--- src/rtl/pia_bus_master_if.sv ---
// Host command, peripheral strobe bus and response signals of pia_bus_master.
// master is the initiator's view; slave is the host/peripheral side view.
interface pia_bus_master_if;
  logic       cmd_valid_i;
  logic       cmd_ready_o;
  logic [1:0] cmd_op_i;
  logic [6:0] cmd_adr_i;
  logic [7:0] cmd_dat_i;
  logic [7:0] cmd_mask_i;
  logic       abort_i;
  logic       stb_o;
  logic       we_o;
  logic [6:0] adr_o;
  logic [7:0] dat_o;
  logic [7:0] dat_i;
  logic       rsp_valid_o;
  logic [7:0] rsp_dat_o;
  logic       rsp_timeout_o;
  logic       busy_o;

  modport master (
    input  cmd_valid_i, cmd_op_i, cmd_adr_i, cmd_dat_i, cmd_mask_i, abort_i, dat_i,
    output cmd_ready_o, stb_o, we_o, adr_o, dat_o, rsp_valid_o, rsp_dat_o,
           rsp_timeout_o, busy_o
  );

  modport slave (
    output cmd_valid_i, cmd_op_i, cmd_adr_i, cmd_dat_i, cmd_mask_i, abort_i, dat_i,
    input  cmd_ready_o, stb_o, we_o, adr_o, dat_o, rsp_valid_o, rsp_dat_o,
           rsp_timeout_o, busy_o
  );
endinterface

--- src/rtl/pia_bus_master.sv ---
// Strobe-bus initiator for the PIA peripheral bus: write, read and masked-compare
// poll commands. Every output is a flop loaded from the next-state decode.
module pia_bus_master #(
  parameter int unsigned RD_LATENCY   = 1,
  parameter int unsigned POLL_GAP     = 4,
  parameter int unsigned POLL_TIMEOUT = 1024
) (
  input  logic               clk_i,
  input  logic               rst_ni,
  pia_bus_master_if.master   bus
);

  localparam int unsigned CNT_W  = 4;
  localparam int unsigned PCNT_W = $clog2(POLL_TIMEOUT + 1);
  localparam int unsigned ADR_W  = 7;
  localparam int unsigned DAT_W  = 8;

  localparam logic [1:0] OP_WR   = 2'b00;
  localparam logic [1:0] OP_RD   = 2'b01;
  localparam logic [1:0] OP_POLL = 2'b10;

  typedef enum logic [2:0] {
    S_IDLE,
    S_STROBE,
    S_WAIT,
    S_GAP,
    S_RESP
  } state_e;

  state_e             state_q, state_d;
  logic [1:0]         op_q, op_d;
  logic [ADR_W-1:0]   cadr_q, cadr_d;
  logic [DAT_W-1:0]   cdat_q, cdat_d;
  logic [DAT_W-1:0]   mask_q, mask_d;
  logic [CNT_W-1:0]   cnt_q, cnt_d;
  logic [PCNT_W-1:0]  pcnt_q, pcnt_d;
  logic               abort_q, abort_d;
  logic [DAT_W-1:0]   cap_q, cap_d;

  logic               ready_q, ready_d;
  logic               busy_q, busy_d;
  logic               stb_q, stb_d;
  logic               we_q, we_d;
  logic [ADR_W-1:0]   adr_q, adr_d;
  logic [DAT_W-1:0]   wdat_q, wdat_d;
  logic               rsp_valid_q, rsp_valid_d;
  logic [DAT_W-1:0]   rsp_dat_q, rsp_dat_d;
  logic               rsp_to_q, rsp_to_d;

  logic [PCNT_W-1:0]  pcnt_inc_c;
  logic               hit_c;
  logic               limit_c;

  assign pcnt_inc_c = pcnt_q + PCNT_W'(1);
  assign limit_c    = (pcnt_inc_c == PCNT_W'(POLL_TIMEOUT));
  assign hit_c      = ((bus.dat_i ^ cdat_q) & mask_q) == DAT_W'(0);

  // Next-state and registered-output decode
  always_comb begin
    state_d  = state_q;
    op_d     = op_q;
    cadr_d   = cadr_q;
    cdat_d   = cdat_q;
    mask_d   = mask_q;
    cnt_d    = cnt_q;
    pcnt_d   = pcnt_q;
    abort_d  = abort_q;
    cap_d    = cap_q;
    rsp_to_d = rsp_to_q;

    // Abort during the bus phase of a poll is held until the read completes
    if (op_q == OP_POLL && (state_q == S_STROBE || state_q == S_WAIT) && bus.abort_i) begin
      abort_d = 1'b1;
    end

    unique case (state_q)
      S_IDLE: begin
        if (bus.cmd_valid_i && ready_q && bus.cmd_op_i != 2'b11) begin
          op_d    = bus.cmd_op_i;
          cadr_d  = bus.cmd_adr_i;
          cdat_d  = bus.cmd_dat_i;
          mask_d  = bus.cmd_mask_i;
          pcnt_d  = PCNT_W'(0);
          abort_d = 1'b0;
          state_d = S_STROBE;
        end
      end
      S_STROBE: begin
        if (op_q == OP_WR) begin
          state_d = S_IDLE;
        end else begin
          cnt_d   = CNT_W'(RD_LATENCY - 1);
          state_d = S_WAIT;
        end
      end
      S_WAIT: begin
        if (cnt_q != CNT_W'(0)) begin
          cnt_d = cnt_q - CNT_W'(1);
        end else begin
          cap_d = bus.dat_i;
          if (op_q == OP_RD || hit_c) begin
            rsp_to_d = 1'b0;
            state_d  = S_RESP;
          end else begin
            pcnt_d = pcnt_inc_c;
            if (limit_c || abort_q || bus.abort_i) begin
              rsp_to_d = 1'b1;
              state_d  = S_RESP;
            end else if (POLL_GAP == 0) begin
              state_d = S_STROBE;
            end else begin
              cnt_d   = CNT_W'(POLL_GAP - 1);
              state_d = S_GAP;
            end
          end
        end
      end
      S_GAP: begin
        if (bus.abort_i) begin
          rsp_to_d = 1'b1;
          state_d  = S_RESP;
        end else if (cnt_q == CNT_W'(0)) begin
          state_d = S_STROBE;
        end else begin
          cnt_d = cnt_q - CNT_W'(1);
        end
      end
      S_RESP: begin
        state_d = S_IDLE;
      end
      default: begin
        state_d = S_IDLE;
      end
    endcase

    ready_d     = (state_d == S_IDLE);
    busy_d      = (state_d != S_IDLE);
    stb_d       = (state_d == S_STROBE);
    we_d        = stb_d && (op_d == OP_WR);
    adr_d       = stb_d ? cadr_d : ADR_W'(0);
    wdat_d      = we_d ? cdat_d : DAT_W'(0);
    rsp_valid_d = (state_d == S_RESP);
    rsp_dat_d   = rsp_valid_d ? cap_d : rsp_dat_q;
  end

  // State, command latch and output registers
  always_ff @(posedge clk_i or negedge rst_ni) begin
    if (!rst_ni) begin
      state_q     <= S_IDLE;
      op_q        <= OP_WR;
      cadr_q      <= '0;
      cdat_q      <= '0;
      mask_q      <= '0;
      cnt_q       <= '0;
      pcnt_q      <= '0;
      abort_q     <= 1'b0;
      cap_q       <= '0;
      ready_q     <= 1'b1;
      busy_q      <= 1'b0;
      stb_q       <= 1'b0;
      we_q        <= 1'b0;
      adr_q       <= '0;
      wdat_q      <= '0;
      rsp_valid_q <= 1'b0;
      rsp_dat_q   <= '0;
      rsp_to_q    <= 1'b0;
    end else begin
      state_q     <= state_d;
      op_q        <= op_d;
      cadr_q      <= cadr_d;
      cdat_q      <= cdat_d;
      mask_q      <= mask_d;
      cnt_q       <= cnt_d;
      pcnt_q      <= pcnt_d;
      abort_q     <= abort_d;
      cap_q       <= cap_d;
      ready_q     <= ready_d;
      busy_q      <= busy_d;
      stb_q       <= stb_d;
      we_q        <= we_d;
      adr_q       <= adr_d;
      wdat_q      <= wdat_d;
      rsp_valid_q <= rsp_valid_d;
      rsp_dat_q   <= rsp_dat_d;
      rsp_to_q    <= rsp_to_d;
    end
  end

  assign bus.cmd_ready_o   = ready_q;
  assign bus.busy_o        = busy_q;
  assign bus.stb_o         = stb_q;
  assign bus.we_o          = we_q;
  assign bus.adr_o         = adr_q;
  assign bus.dat_o         = wdat_q;
  assign bus.rsp_valid_o   = rsp_valid_q;
  assign bus.rsp_dat_o     = rsp_dat_q;
  assign bus.rsp_timeout_o = rsp_to_q;

endmodule
--- src/flat_wrapper.sv ---
// flat-port wrapper written by rule: the top's interface ports become plain ports
module pia_bus_master_flat 
#(
  parameter int unsigned RD_LATENCY   = 1,
  parameter int unsigned POLL_GAP     = 4,
  parameter int unsigned POLL_TIMEOUT = 1024
)
  (clk_i, rst_ni, bus_cmd_valid_i, bus_cmd_op_i, bus_cmd_adr_i, bus_cmd_dat_i, bus_cmd_mask_i, bus_abort_i, bus_dat_i, bus_cmd_ready_o, bus_stb_o, bus_we_o, bus_adr_o, bus_dat_o, bus_rsp_valid_o, bus_rsp_dat_o, bus_rsp_timeout_o, bus_busy_o);
  pia_bus_master_if bus_i ();
  input  logic clk_i;
  input  logic rst_ni;
  input wire logic [$bits(bus_i.cmd_valid_i)-1:0] bus_cmd_valid_i;
  input wire logic [$bits(bus_i.cmd_op_i)-1:0] bus_cmd_op_i;
  input wire logic [$bits(bus_i.cmd_adr_i)-1:0] bus_cmd_adr_i;
  input wire logic [$bits(bus_i.cmd_dat_i)-1:0] bus_cmd_dat_i;
  input wire logic [$bits(bus_i.cmd_mask_i)-1:0] bus_cmd_mask_i;
  input wire logic [$bits(bus_i.abort_i)-1:0] bus_abort_i;
  input wire logic [$bits(bus_i.dat_i)-1:0] bus_dat_i;
  output wire logic [$bits(bus_i.cmd_ready_o)-1:0] bus_cmd_ready_o;
  output wire logic [$bits(bus_i.stb_o)-1:0] bus_stb_o;
  output wire logic [$bits(bus_i.we_o)-1:0] bus_we_o;
  output wire logic [$bits(bus_i.adr_o)-1:0] bus_adr_o;
  output wire logic [$bits(bus_i.dat_o)-1:0] bus_dat_o;
  output wire logic [$bits(bus_i.rsp_valid_o)-1:0] bus_rsp_valid_o;
  output wire logic [$bits(bus_i.rsp_dat_o)-1:0] bus_rsp_dat_o;
  output wire logic [$bits(bus_i.rsp_timeout_o)-1:0] bus_rsp_timeout_o;
  output wire logic [$bits(bus_i.busy_o)-1:0] bus_busy_o;
  assign bus_i.cmd_valid_i = bus_cmd_valid_i;
  assign bus_i.cmd_op_i = bus_cmd_op_i;
  assign bus_i.cmd_adr_i = bus_cmd_adr_i;
  assign bus_i.cmd_dat_i = bus_cmd_dat_i;
  assign bus_i.cmd_mask_i = bus_cmd_mask_i;
  assign bus_i.abort_i = bus_abort_i;
  assign bus_i.dat_i = bus_dat_i;
  assign bus_cmd_ready_o = bus_i.cmd_ready_o;
  assign bus_stb_o = bus_i.stb_o;
  assign bus_we_o = bus_i.we_o;
  assign bus_adr_o = bus_i.adr_o;
  assign bus_dat_o = bus_i.dat_o;
  assign bus_rsp_valid_o = bus_i.rsp_valid_o;
  assign bus_rsp_dat_o = bus_i.rsp_dat_o;
  assign bus_rsp_timeout_o = bus_i.rsp_timeout_o;
  assign bus_busy_o = bus_i.busy_o;
  pia_bus_master #(.RD_LATENCY(RD_LATENCY), .POLL_GAP(POLL_GAP), .POLL_TIMEOUT(POLL_TIMEOUT)) u_core (.clk_i(clk_i), .rst_ni(rst_ni), .bus(bus_i));
endmodule
--- config.mk ---
export PLATFORM = sky130hd
export DESIGN_NAME = pia_bus_master_flat
export DESIGN_NICKNAME = d
export VERILOG_FILES = /design/src/rtl/pia_bus_master_if.sv /design/src/rtl/pia_bus_master.sv /design/src/flat_wrapper.sv
export SDC_FILE = /design/constraint.sdc
export NUM_CORES = 1
export LEC_CHECK = 0
export BUFFER_PORTS_ARGS = -buffer_cell sky130_fd_sc_hd__buf_2
export CORE_ASPECT_RATIO = 0.8
export CORE_MARGIN = 2
export CORE_UTILIZATION = 45
export DETAILED_ROUTE_END_ITERATION = 8
export PLACE_DENSITY = 0.76
export SETUP_SLACK_MARGIN = 0.15
export SLEW_MARGIN = 10
export SYNTH_ARGS = -nofsm -noshare
export SYNTH_HDL_FRONTEND = slang
export SYNTH_SLANG_ARGS = --single-unit
--- constraint.sdc ---
create_clock -name clk_i -period 5.9 [get_ports clk_i]
set_input_delay 0.295 -clock clk_i [delete_from_list [all_inputs] [get_ports clk_i]]
set_output_delay 0.295 -clock clk_i [all_outputs]
set_load 0.01 [all_outputs]
; ---- Word level (Yosys, flattened, before mapping)
; Index checks and enable logic that the tools add are counted.
[word_totals]
ff_bits = 81
latchBits = 0
ram_bits = 0
romBits = 0
input_bits = 37
mem_count = 0
[classes]
addsub = 2
n_mul = 0
div_mod_pow = 0
n_lt_le_gt_ge = 0
eq_ne = 19
shifts = 0
n_mux = 37
bitwise_logic = 2
n_reduce_logical = 24
[ops]
columns = operator, n
row1 = 8-bit 2-to-1 mux, 5
row2 = 11-bit 2-to-1 mux, 3
row3 = 4-bit 2-to-1 mux, 6
row4 = 11-bit one-hot mux with 2 select lines, 1
row5 = 7-bit 2-to-1 mux, 3
row6 = 3-bit 2-to-1 mux, 6
row7 = 2-bit inequality test (second input constant), 7
row8 = 3-bit one-hot mux with 4 select lines, 1
row9 = 4-bit one-hot mux with 3 select lines, 1
row10 = 11-bit by 1-bit adder with 11-bit output (second input constant), 1
row11 = 11-bit equality test (second input constant), 1
row12 = 3-bit inequality test (second input constant), 3
row13 = 8-bit AND, 1
row14 = 8-bit zero test, 1
row15 = 4-bit AND reduction, 2
row16 = 8-bit XOR, 1
row17 = 1-bit 2-to-1 mux, 7
row18 = 3-bit by 1-bit equality test with 1-bit output (second input constant), 2
row19 = 3-bit by 2-bit equality test with 1-bit output (second input constant), 2
row20 = 3-bit zero test, 2
row21 = 2-bit 2-to-1 mux, 3
row22 = 6-bit AND reduction, 1
row23 = 3-bit nonzero test, 2
row24 = 1-bit logical AND, 5
row25 = other kinds (12), 17

; ---- Longest topological paths before layout
; Gate-level depths: netlist (run 1).
[logic_depth]
word_depth = 11
mapped_depth = 9

; ---- Worst setup path after synthesis (run 1)
; No wires, ideal clock.
[synth_timing]
kind = reg-to-reg
from = reg u_core.pcnt_q[0]
to = reg u_core.cnt_q[2]
arrival_ns = 1.946
setup_slack_ns = 3.847
path_stages_with_launch = 8
cell_sequence = dfrtp_1 ha_1 nand2_1 or3_1 a211oi_2 o31ai_2 and3b_4 a2111oi_4
[synth_via]
elab_chain_cells = 6
[synth_rtl]
columns = element, line_no
row1 = start: declaration, pia_bus_master.sv:36  ; logic [PCNT_W-1:0] pcnt_q, pcnt_d;
row2 = start signal: assignment, pia_bus_master.sv:174  ; pcnt_q <= pcnt_d;
row3 = 11-bit by 1-bit adder with 11-bit output, pia_bus_master.sv:54  ; assign pcnt_inc_c = pcnt_q + PCNT_W'(1);
row4 = 11-bit equality test, pia_bus_master.sv:55  ; assign limit_c = (pcnt_inc_c == PCNT_W'(POLL_TIMEOUT));
row5 = 1-bit logical OR (2 in a row), pia_bus_master.sv:106  ; if (limit_c || abort_q || bus.abort_i) begin
row6 = 3-bit inequality test (no line), --
row7 = 6-bit AND reduction (no line), --
row8 = end signal: assignment, pia_bus_master.sv:173  ; cnt_q <= cnt_d;
row9 = end: declaration, pia_bus_master.sv:35  ; logic [CNT_W-1:0] cnt_q, cnt_d;
; Every way passes these cells.
; A chain may end at the register's enable or synchronous reset.

; ---- Final worst setup path (run 1)
[layout_timing]
from = reg u_core.cnt_q[0]
to = reg u_core.cnt_q[2]
[layout_via]
elab_chain_cells = 4
elab_cells_between_ends = 11
cone_classes = add/sub: 1 / eq/ne: 3 / mux: 4 / reduce/logical: 3
[layout_rtl]
columns = element, line_no
row1 = 4-bit by 1-bit subtractor with 4-bit output, "pia_bus_master.sv:98, pia_bus_master.sv:125"
row2 = 4-bit 2-to-1 mux, pia_bus_master.sv:122  ; end else if (cnt_q == CNT_W'(0)) begin
row3 = 4-bit 2-to-1 mux, pia_bus_master.sv:119  ; if (bus.abort_i) begin
row4 = 4-bit one-hot mux with 3 select lines, pia_bus_master.sv:76  ; unique case (state_q)
; Parallel ways exist; a longest one is shown, timed or not. The select of a mux whose other input is x is not followed.

==> summary.md, run 1 <==
| Metric | Value |
|---|---|
| IO Count | `66` |
| GRT overflow | `0` |
| Hold Crit Class | `in -> async` |
| Vias per cell | `5.30` |
| Max-slew violation total from the final report | `0` |
| Area of the mapped netlist | `0.00357 mm2` |
| Internal power consumption | `1.39 mW` |
| Initial Util | `0.457` |
| Top FF cell, synth | `dfrtp_1` |
| Critical Path Start Type | `register` |
| Final Skew | `11.3 ps` |
| Post-CTS Setup Bufs | `0` |
| Final setup viols | `0` |
| Post-CTS Resized | `0` |
| First-pass GRT wire length | `12800 um` |
| Critical path capture point type | `register` |
| Die area | `0.00866 mm2` |
| TritonCTS Sinks | `81` |
| RSZ-0062 raised after global routing | `false` |
| WP data arrival | `3200 ps` |
| Reg2reg start | `u_core.cnt_q[0]` |
| Area Growth Syn to Fin | `18.4%` |
| Worst r2r path cells | `7` |
| Final WL | `about 7400 um` |
| N_diodes | `0` |
| Status | `finished clean` |
| Peak Freq | `0.340 GHz` |
| NetSw | `0.725 mW` |
| Clock Path Buffers | `2` |
| Syn Area/Cell | `11.5 um2` |
| Worst slew margin | `0.333` |
| Clock network fraction of design power | `0.220` |
| Ys Warns | `0` |
| Via count | `2596` |
| Cell Rows | `29` |
| Fin util | `0.542` |
| Die width | `between 100 and 150 um` |
| Post-synth EDFFs | `0` |
| Drc violations | `0` |
| DP HPWL | `about 5200 um` |
| GP Congestion | `0.852` |
| Setup TNS | `0 ps` |
| Synth top area share | `0.561` |
| R2R Setup Slk | `just under 3000 ps` |
| DRT Pass-1 Iters | `4` |
| Htree depth | `3` |
| Initial antenna violation count | `0` |
| Sw Ratio | `0.343` |
| Initial DRC Count | `120` |
| Largest area contributor in the netlist | `dfrtp_1` |
| Syn nets | `350` |
| Max-cap violation count | `0` |
| Pre-CTS setup slack | `about 3000 ps` |
| Routed length per instance | `15.2 um` |
| Clock Latency Late Sink | `360 ps` |
| Peak VDD IR | `262 uV` |
| Port Buffers | `65` |
| CTS Hold Buffers Added | `0` |
| Crit path time final | `2940 ps` |
| Vias in the first global route | `~2700` |
| CTS clk-pin slew, worst paths | `around 80 ps` |
| Post-layout nets | `416` |
| Sequential-to-total area share from yosys stat | `0.568` |
| Combinational share of power | `0.362` |
| Final hold vios | `0` |
| FF+latch count, synth | `between 80 and 90` |
| Leak | `~2.0 nW` |
| Antenna Nets Post-Route | `0` |
| Post-route setup slack | `2960 ps` |
| Yosys cell types | `51` |
| Cts bufs inserted | `9` |
| Tot GR Track Use | `0.186` |
| Setup CP Type | `reg -> reg` |
| Cells after synthesis | `311` |
| Largest net degree at the start of global routing | `82` |
| Share of flip-flops with an asynchronous set or reset | `1.00` |
| Ratio of final minimum period to clock period | `0.498` |
| Die Y | `83.7 um` |
| Worst r2r dst | `u_core.cnt_q[2]` |
| Total power divided by cell area | `501 mW/mm2` |
| Worst-margin pin slew | `1000 ps` |
| Worst-path fanout max | `13` |
| CTS tree | `done` |
| Core box area | `0.00780 mm2` |
| Area contributors post-synth | `dfrtp_1 56%, mux2_2 7.9%, nand2_1 4.7%` |
| Layout cell share with drive strength beyond 1 | `0.325` |
| Root buf cell | `clkbuf_8` |
| Worst Path Required | `6160 ps` |
| Register share of total power | `0.418` |
-- power by group through the flow --
stage / Combinational (mW) / Clock [mW] / Sequential, mW
finish: 0.766 / 0.466 / 0.884
global route: 0.852 / 0.497 / 0.910
CTS: 0.773 / 0.473 / 0.884
detailed placement: 0.764 / 0 / 0.892
global placement: 0.746 / 0 / 0.885
floorplan: 0.552 / 0 / 0.890
-- cell families (layout without fill, tap and decap cells) --
group,count (synthesis),after routing,share of synthesized area
flops,81,81,0.568
compound gates,62,62,0.140
buf+inv,19,90,0.0221
simple gates,111,111,0.157
mux,26,26,0.0817
xor+xnor,10,10,0.0245
fa+ha+maj,2,2,0.00701
-- cell usage after synthesis, types with 5 or more instances --
cell,count
o22a_1,8
inv_1,8
dfrtp_1,80
o21ai_0,11
nand3_1,8
nor2_1,15
o31ai_1,5
nand2_1,45
mux2_2,25
a21oi_1,6
and3_1,8
o21a_1,9
buf_2,6
xor2_1,8
nor2b_1,9
-- worst max-delay path by stage --
stage,from,end,slack (ps),depth (start not counted)
final,u_core.cnt_q[0],u_core.cnt_q[2],2960,7
after CTS,u_core.cnt_q[0],u_core.cnt_q[2],2970,7
after floorplan,u_core.pcnt_q[0],u_core.cnt_q[2],3850,7
after global routing,u_core.cnt_q[0],u_core.cnt_q[2],2730,7
after global placement,u_core.cnt_q[0],u_core.cnt_q[2],3080,7
after detailed placement,u_core.cnt_q[0],u_core.cnt_q[2],3020,7
-- state kept, by name, indices dropped and copies added (netlist names), 2 cells and up --
name,flops
u_core.cnt_q,4
u_core.cap_q,8
u_core.cdat_q,8
u_core.bus.adr_o,7
u_core.mask_q,8
u_core.cadr_q,7
u_core.bus.dat_o,8
u_core.state_q,3
u_core.op_q,2
u_core.bus.rsp_dat_o,8
u_core.pcnt_q,11
-- layout make-up --
class,instances,area [um2]
Tap cell,108,135
Sequential cell,81,2030
Multi-Input combinational cell,211,1460
Clock inverter,5,85.1
Clock buffer,11,151
Fill cell,680,3570
Inverter,8,30.0
Timing Repair Buffer,66,335
-- critical path, cell delays in order, from the launching register on --
cell and delay [ps]:
dfrtp_1 410, inv_1 90, ha_1 180, or3b_2 510, nor2_1 650, o31ai_2 400
and3b_4 310, a2111oi_4 290
-- cells in the final DEF (no fill, tap or decap), drive strengths merged, types with 3 or more instances in the layout --
cell type | synthesis | routed
o21a | 9 | 9
and3 | 8 | 8
a22o | 5 | 5
a21oi | 6 | 6
dfrtp | 80 | 80
nand4 | 3 | 3
xor2 | 8 | 8
inv | 8 | 9
o21ai | 13 | 13
nor2 | 15 | 15
buf | 8 | 66
o22a | 8 | 8
nand2 | 47 | 47
clkbuf | 3 | 11
mux2 | 25 | 25
o31ai | 6 | 6
nand3 | 10 | 10
or3 | 3 | 3
a21o | 4 | 4
nor2b | 9 | 9
-- metal layers --
metal  share of wire  vias up  GRT usage  wire [um]
met5               0        -          0          0
met4           0.020        0     0.0639        149
met3           0.066       16     0.0656        495
met2            0.47       87      0.296       3480
met1            0.45     1263      0.239       3320
li1                -     1230          -          -
-- metrics by stage --
stage          hold WS, ps  power (mW)  cells  cell area [um2]
6_report              82.0        2.12    490             4230
5_1_grt                161        2.26    490             4230
4_1_cts                143        2.13    490             4230
3_5_place_dp           467        1.66    474             3990
3_3_place_gp           464        1.63    474             3990
2_1_floorplan       -0.591        1.44    311             3570
Power figures use the tool's default switching activity.
==> inputs of run 2 (changes only) <==
Settings changed: ABC_AREA from default to 1, PLACE_DENSITY 0.76 to 0.78.
Clock period 5.9 ns to 2.4 ns, I/O delays scaled along.
==> run 2 against run 1 <==
Largest cell class unchanged. Critical endpoint is now u_core.bus.dat_o[7]. Hold slack got worse by 9.1 ps. First-iteration DRC count is 52% higher. Sequential power increased by 140%.
==> summary.md, run 2 <==
| Metric | Value |
|---|---|
| Status | `finished clean` |
| CTS tree | `done` |
| Hold_ws | `72.9 ps` |
| IO Count | `66` |
| Setup TNS | `0 ps` |
| Final non-filler cell total | `approximately 630` |
| Slowest CP cell | `dfrtp_2` |
| Reg with most FFs | `u_core.pcnt_q` |
| GP Congestion | `0.861` |
| Commonest cells after routing, fill and taps aside | `118 x nand2_1, 79 x dfrtp_1, 64 x buf_2` |
| DP Area | `0.00410 mm2` |
| Antenna Nets Post-Route | `0` |
| Synth top area share | `0.545` |
| R2R Setup Slk | `360 ps` |
| Area Growth Syn to Fin | `18.8%` |
| Final WL | `around 8000 um` |
| Sequential-to-total area share from yosys stat | `0.552` |
| Htree depth | `3` |
| Critical path's largest stage delay | `410 ps` |
| GRT overflow | `0` |
| Cells after synthesis | `434` |
| Fin util | `0.551` |
| Tot GR Track Use | `0.191` |
| Largest area contributor in the netlist | `dfrtp_1` |
| Peak Freq | `0.491 GHz` |
| Post-synth top cells | `118 x nand2_1, 80 x dfrtp_1, 58 x inv_1, 34 x nand3_1, 34 x o21ai_0` |
| Pre-CTS setup slack | `334 ps` |
| Worst Path Required | `roughly 2700 ps` |
| Peak VDD IR | `about 580 uV` |
| Drc violations | `0` |
| Max reg flops | `11` |
| RSZ-0062 raised after global routing | `false` |
| Setup CP Type | `reg -> reg` |
| Initial antenna violation count | `0` |
| Cts bufs inserted | `9` |
| Initial DRC Count | `between 150 and 200` |
| Critical path capture point type | `register` |
| TritonCTS Sinks | `81` |
| DRT Pass-1 Iters | `4` |
| Share of flip-flops with an asynchronous set or reset | `1.00` |
| Ys Warns | `0` |
| Die width | `105 um` |
| Crit path time final | `2040 ps` |
| Core box area | `0.00791 mm2` |
| Most common cell after layout, fill and taps aside | `nand2_1` |
| Final hold vios | `0` |
| Most frequent CP cell | `nand2_1` |
| Clock Latency Late Sink | `350 ps` |
| Die Y | `84.8 um` |
| Vias per cell | `roughly 4.8` |
| Layout cell share with drive strength beyond 1 | `0.253` |
| Cell Chain, Critical Path | `ha_2 -> nand2_1 -> nor2_1 -> nand2_1 -> nand2_1 -> nand2_1 -> nor2_1 -> nand3_2 -> nand3_2 -> nand2_2 -> clkinv_2 -> nand3_4 -> nor2_2` |
| CP Buf/Inv Count | `1` |
| Leak | `2.29 nW` |
| Most numerous cell in the Yosys netlist | `nand2_1` |
| Max-cap violation count | `0` |
| Critical Path Start Type | `register` |
| Post-layout nets | `about 550` |
| Area of the mapped netlist | `approximately 0.0037 mm2` |
| Final setup viols | `0` |
| Cell Rows | `29` |
| Pwr Total | `4.83 mW` |
| Worst-path fanout max | `11` |
| Total power divided by cell area | `around 1100 mW/mm2` |
| Area contributors post-synth | `dfrtp_1 55%, nand2_1 12%, inv_1 5.9%` |
| First-pass GRT wire length | `~14000 um` |
| Post-CTS Setup Bufs | `0` |
| Hold Crit Class | `in -> reg` |
| Largest net degree at the start of global routing | `82` |
| Clock Path Buffers | `2` |
| Initial Util | `0.464` |
| WP data arrival | `around 2300 ps` |
| Final Skew | `11.1 ps` |
| Port Buffers | `65` |
| Delay-heaviest family, CP | `simple AND/OR/NAND/NOR gates` |
| Die area | `0.00890 mm2` |
| Post-route setup slack | `365 ps` |
| Max-slew violation total from the final report | `0` |
| FF+latch count, synth | `81` |
| N_diodes | `0` |
| CTS clk-pin slew, worst paths | `about 80 ps` |
| Worst-margin pin slew | `993 ps` |
| Syn nets | `between 400 and 500` |
| Worst slew margin | `0.338` |
| DP HPWL | `around 5600 um` |
| Top FF cell, synth | `dfrtp_1` |
| Routed length per instance | `12.6 um` |
| Yosys cell types | `32` |
| Vias in the first global route | `2900` |
| Placed cells | `600` |
| Post-synth EDFFs | `0` |
| Syn Area/Cell | `8.46 um2` |
| Final Cell Area | `0.00436 mm2` |
| Via count | `about 3000` |
| Root buf cell | `clkbuf_8` |
| Ratio of final minimum period to clock period | `0.848` |
run 2: cell count changes in the layout (fill, tap and decap cells not counted), sizes merged, moves of 15 or more:
cell and delta:
o21ai +27, mux2 -25, nor2 +25, inv +54, nand2 +77, or2 +15, nand3 +29
run 2: worst min-delay path: cells and delay by family:
kind	cells	cell delay, ps
buffers and inverters	2	180
AOI/OAI and AO/OA	1	70
run 2: final timing paths:
check	startpoint	to	cells after the start
setup / recovery	u_core.pcnt_q[0]	u_core.bus.dat_o[7]	13
hold / removal	bus_cmd_op_i[0]	u_core.op_q[0]	3
setup reg to reg	u_core.pcnt_q[0]	u_core.bus.dat_o[7]	13
hold reg to reg	u_core.mask_q[2]	u_core.mask_q[2]	2
max in group asynchronous	rst_ni	u_core.pcnt_q[0]	2
min in group asynchronous	rst_ni	u_core.pcnt_q[3]	2
run 2: per-layer routing:
metal  GRT usage  up-vias  part of all wire
met1       0.276     1409              0.48
met5           0        -                 0
met2       0.291       90              0.46
met4      0.0327        0            0.0059
li1            -     1502                 -
met3      0.0582        5             0.059
run 2: what timing repair did:
action,CTS,global route
setup endpoints to repair,0,14
endpoints found under the hold margin,88,0
hold buffers,9,0
gates resized for setup,0,2
run 2: kinds of logic (layout without fill, tap and decap cells):
logic type | Yosys count | after routing | synth area share
AOI/OAI and AO/OA | 50 | 50 | 0.0723
xor gates and xnor gates | 2 | 2 | 0.00477
adders and majority gates | 2 | 2 | 0.00682
buffers and inverters | 75 | 158 | 0.0825
DFF | 81 | 81 | 0.552
and+or+nand+nor | 224 | 224 | 0.281
run 2: final cells by class:
cell class,count,area [um2]
Multi-Input combinational cell,278,1340
Clock inverter,4,30.0
Tap cell,108,135
Clock buffer,12,135
Sequential cell,81,2030
Inverter,64,241
Fill cell,762,3550
Timing Repair Buffer,78,448
run 2: report_power, final:
part | internal [mW] | leakage [nW] | switching, mW
clock | 0.379 | 0.0805 | 0.482
sequential | 1.88 | 1.03 | 0.247
combinational | 0.640 | 1.19 | 1.20
==> inputs of run 3 (changes only) <==
Clock period 2.4 ns to 1.65 ns, I/O delays scaled along.
==> run 3 against run 2 <==
The run now ends with setup timing left. Core utilization grew 14 points. Sequential share of layout area down 9.2 points. Design area up 25%. Global-route usage rose by 3.9 points. Sequential power up 53%. Clock power increased by 61%. Power rose by 98%. Hold slack got worse by 65 ps. First-iteration DRC count rose by 30%. Cell count grew 9.8%.
==> summary.md, run 3 (same netlist as run 2, synthesis figures left out) <==
| Metric | Value |
|---|---|
| Max reg flops | `11` |
| Final Skew | `13.0 ps` |
| Pre-CTS setup slack | `-303 ps` |
| GRT overflow | `0` |
| Initial DRC Count | `237` |
| Cell Chain, Critical Path | `nand2_1 -> nor2_1 -> nand2_1 -> nand2_1 -> nand2_1 -> nor2_2 -> nand3_2 -> nand3_1 -> nand2_4 -> buf_4 -> nor3_2` |
| Commonest cells after routing, fill and taps aside | `104 x nand2_1, 77 x dfrtp_1, 64 x buf_2` |
| Worst slew margin | `0.699` |
| Core box area | `0.00791 mm2` |
| Vias in the first global route | `3438` |
| Clock Latency Late Sink | `370 ps` |
| Critical path's largest stage delay | `430 ps` |
| Die Y | `84.8 um` |
| Worst Path Required | `1940 ps` |
| CTS tree | `done` |
| Post-route setup slack | `-303 ps` |
| Root buf cell | `clkbuf_8` |
| Multi-input gate area | `around 0.0018 mm2` |
| Slowest CP cell | `dfrtp_1` |
| Layout cell share with drive strength beyond 1 | `0.445` |
| Most frequent CP cell | `nand2_1` |
| Final setup viols | `37` |
| Total power divided by cell area | `1750 mW/mm2` |
| Clock Path Buffers | `2` |
| Initial antenna violation count | `0` |
| Critical Path Start Type | `register` |
| Die area | `0.00890 mm2` |
| Peak VDD IR | `1010 uV` |
| Fin util | `0.688` |
| Tot GR Track Use | `0.230` |
| Worst-margin pin slew | `roughly 450 ps` |
| Sequential Area | `0.00203 mm2` |
| TritonCTS Sinks | `81` |
| DRT Pass-1 Iters | `6` |
| Die width | `105 um` |
| Max-slew violation total from the final report | `0` |
| Max-cap violation count | `0` |
| Final hold vios | `0` |
| CTS clk-pin slew, worst paths | `about 90 ps` |
| Ratio of final minimum period to clock period | `1.18` |
| Pwr Total | `9.54 mW` |
| DP HPWL | `6390 um` |
| Port Buffers | `65` |
| Worst-path fanout max | `6` |
| Hold_ws | `7.93 ps` |
| Largest net degree at the start of global routing | `44` |
| Hold Crit Class | `in -> reg` |
| DRT met1 WL | `4380 um` |
| Routed length per instance | `15.7 um` |
| Drc violations | `0` |
| GP Congestion | `0.921` |
| WL met3 | `approximately 640 um` |
| Vias per cell | `about 5.2` |
| Final Cell Area | `roughly 0.0054 mm2` |
| Status | `complete, but fails checks` |
| IO Count | `66` |
| Setup CP Type | `reg -> reg` |
| Final WL | `10800 um` |
| Area Growth Syn to Fin | `48.3%` |
| Most common cell after layout, fill and taps aside | `nand2_1` |
| Htree depth | `3` |
| Antenna Nets Post-Route | `0` |
| Failing checks | `setup timing` |
| Peak Freq | `roughly 0.51 GHz` |
| Via count | `3537` |
| Reg with most FFs | `u_core.pcnt_q` |
| Leak | `~2.8 nW` |
| Post-layout nets | `612` |
| Top layer in use | `met4` |
| Initial Util | `0.464` |
| RSZ-0062 raised after global routing | `true` |
| Cell Rows | `29` |
| Cts bufs inserted | `9` |
| Critical path capture point type | `register` |
| WP data arrival | `2250 ps` |
| N_diodes | `0` |
| Routed length on met2 | `5450 um` |
| DP Area | `0.00458 mm2` |
| Fill cells | `557` |
| First-pass GRT wire length | `16100 um` |
| Crit path time final | `around 2000 ps` |
## run 3: critical path: cells and delay by family, from the launching register on
family        cells  cell delay, ps
simple gates     10            1290
flops             1             430
buf+inv           1             170
## run 3: repair_timing
action,in CTS,in global routing
resized for setup,38,74
endpoints found under the hold margin,89,0
setup endpoints to repair,62,78
cloned,3,2
hold buffers,10,0
setup buffers,6,12
pin swaps,10,6
## run 3: where the power goes
group / switching [mW] / internal [mW]
clock network: 0.759 / 0.634
logic: 2.65 / 2.27
registers: 0.500 / 2.74
total: 3.90 / 5.64
## run 3: stage by stage
step,instances,TNS (ps)
finish,686,-8480
floorplan,434,-23.6
global placement,637,-3260
CTS,672,-6190
detailed placement,637,-9300
global route,686,-12190
## run 3: layout make-up
class	count	area share
sequential	81	0.373
multi-input combinational	280	0.325
timing repair buffer	137	0.196
inverter	64	0.0466
clock buffer	11	0.0278
tap	108	0.0248
clock inverter	5	0.00689
## run 3: worst paths after layout
kind	from	to	slack, ps	cells after the start
max	u_core.pcnt_q[5]	u_core.bus.cmd_ready_o	-300	11
min in group asynchronous	rst_ni	u_core.cadr_q[3]	80	2
max in group asynchronous	rst_ni	u_core.bus.cmd_ready_o	930	3
min reg2reg	u_core.mask_q[0]	u_core.mask_q[0]	480	2
min	bus_cmd_adr_i[0]	u_core.cadr_q[0]	8	4
max reg2reg	u_core.pcnt_q[5]	u_core.bus.cmd_ready_o	-300	11
## run 3: layer usage
layer	GRT usage	vias to the layer above
met5	0	-
met4	0.0873	0
met3	0.0683	35
met2	0.381	138
met1	0.285	1719
li1	-	1645
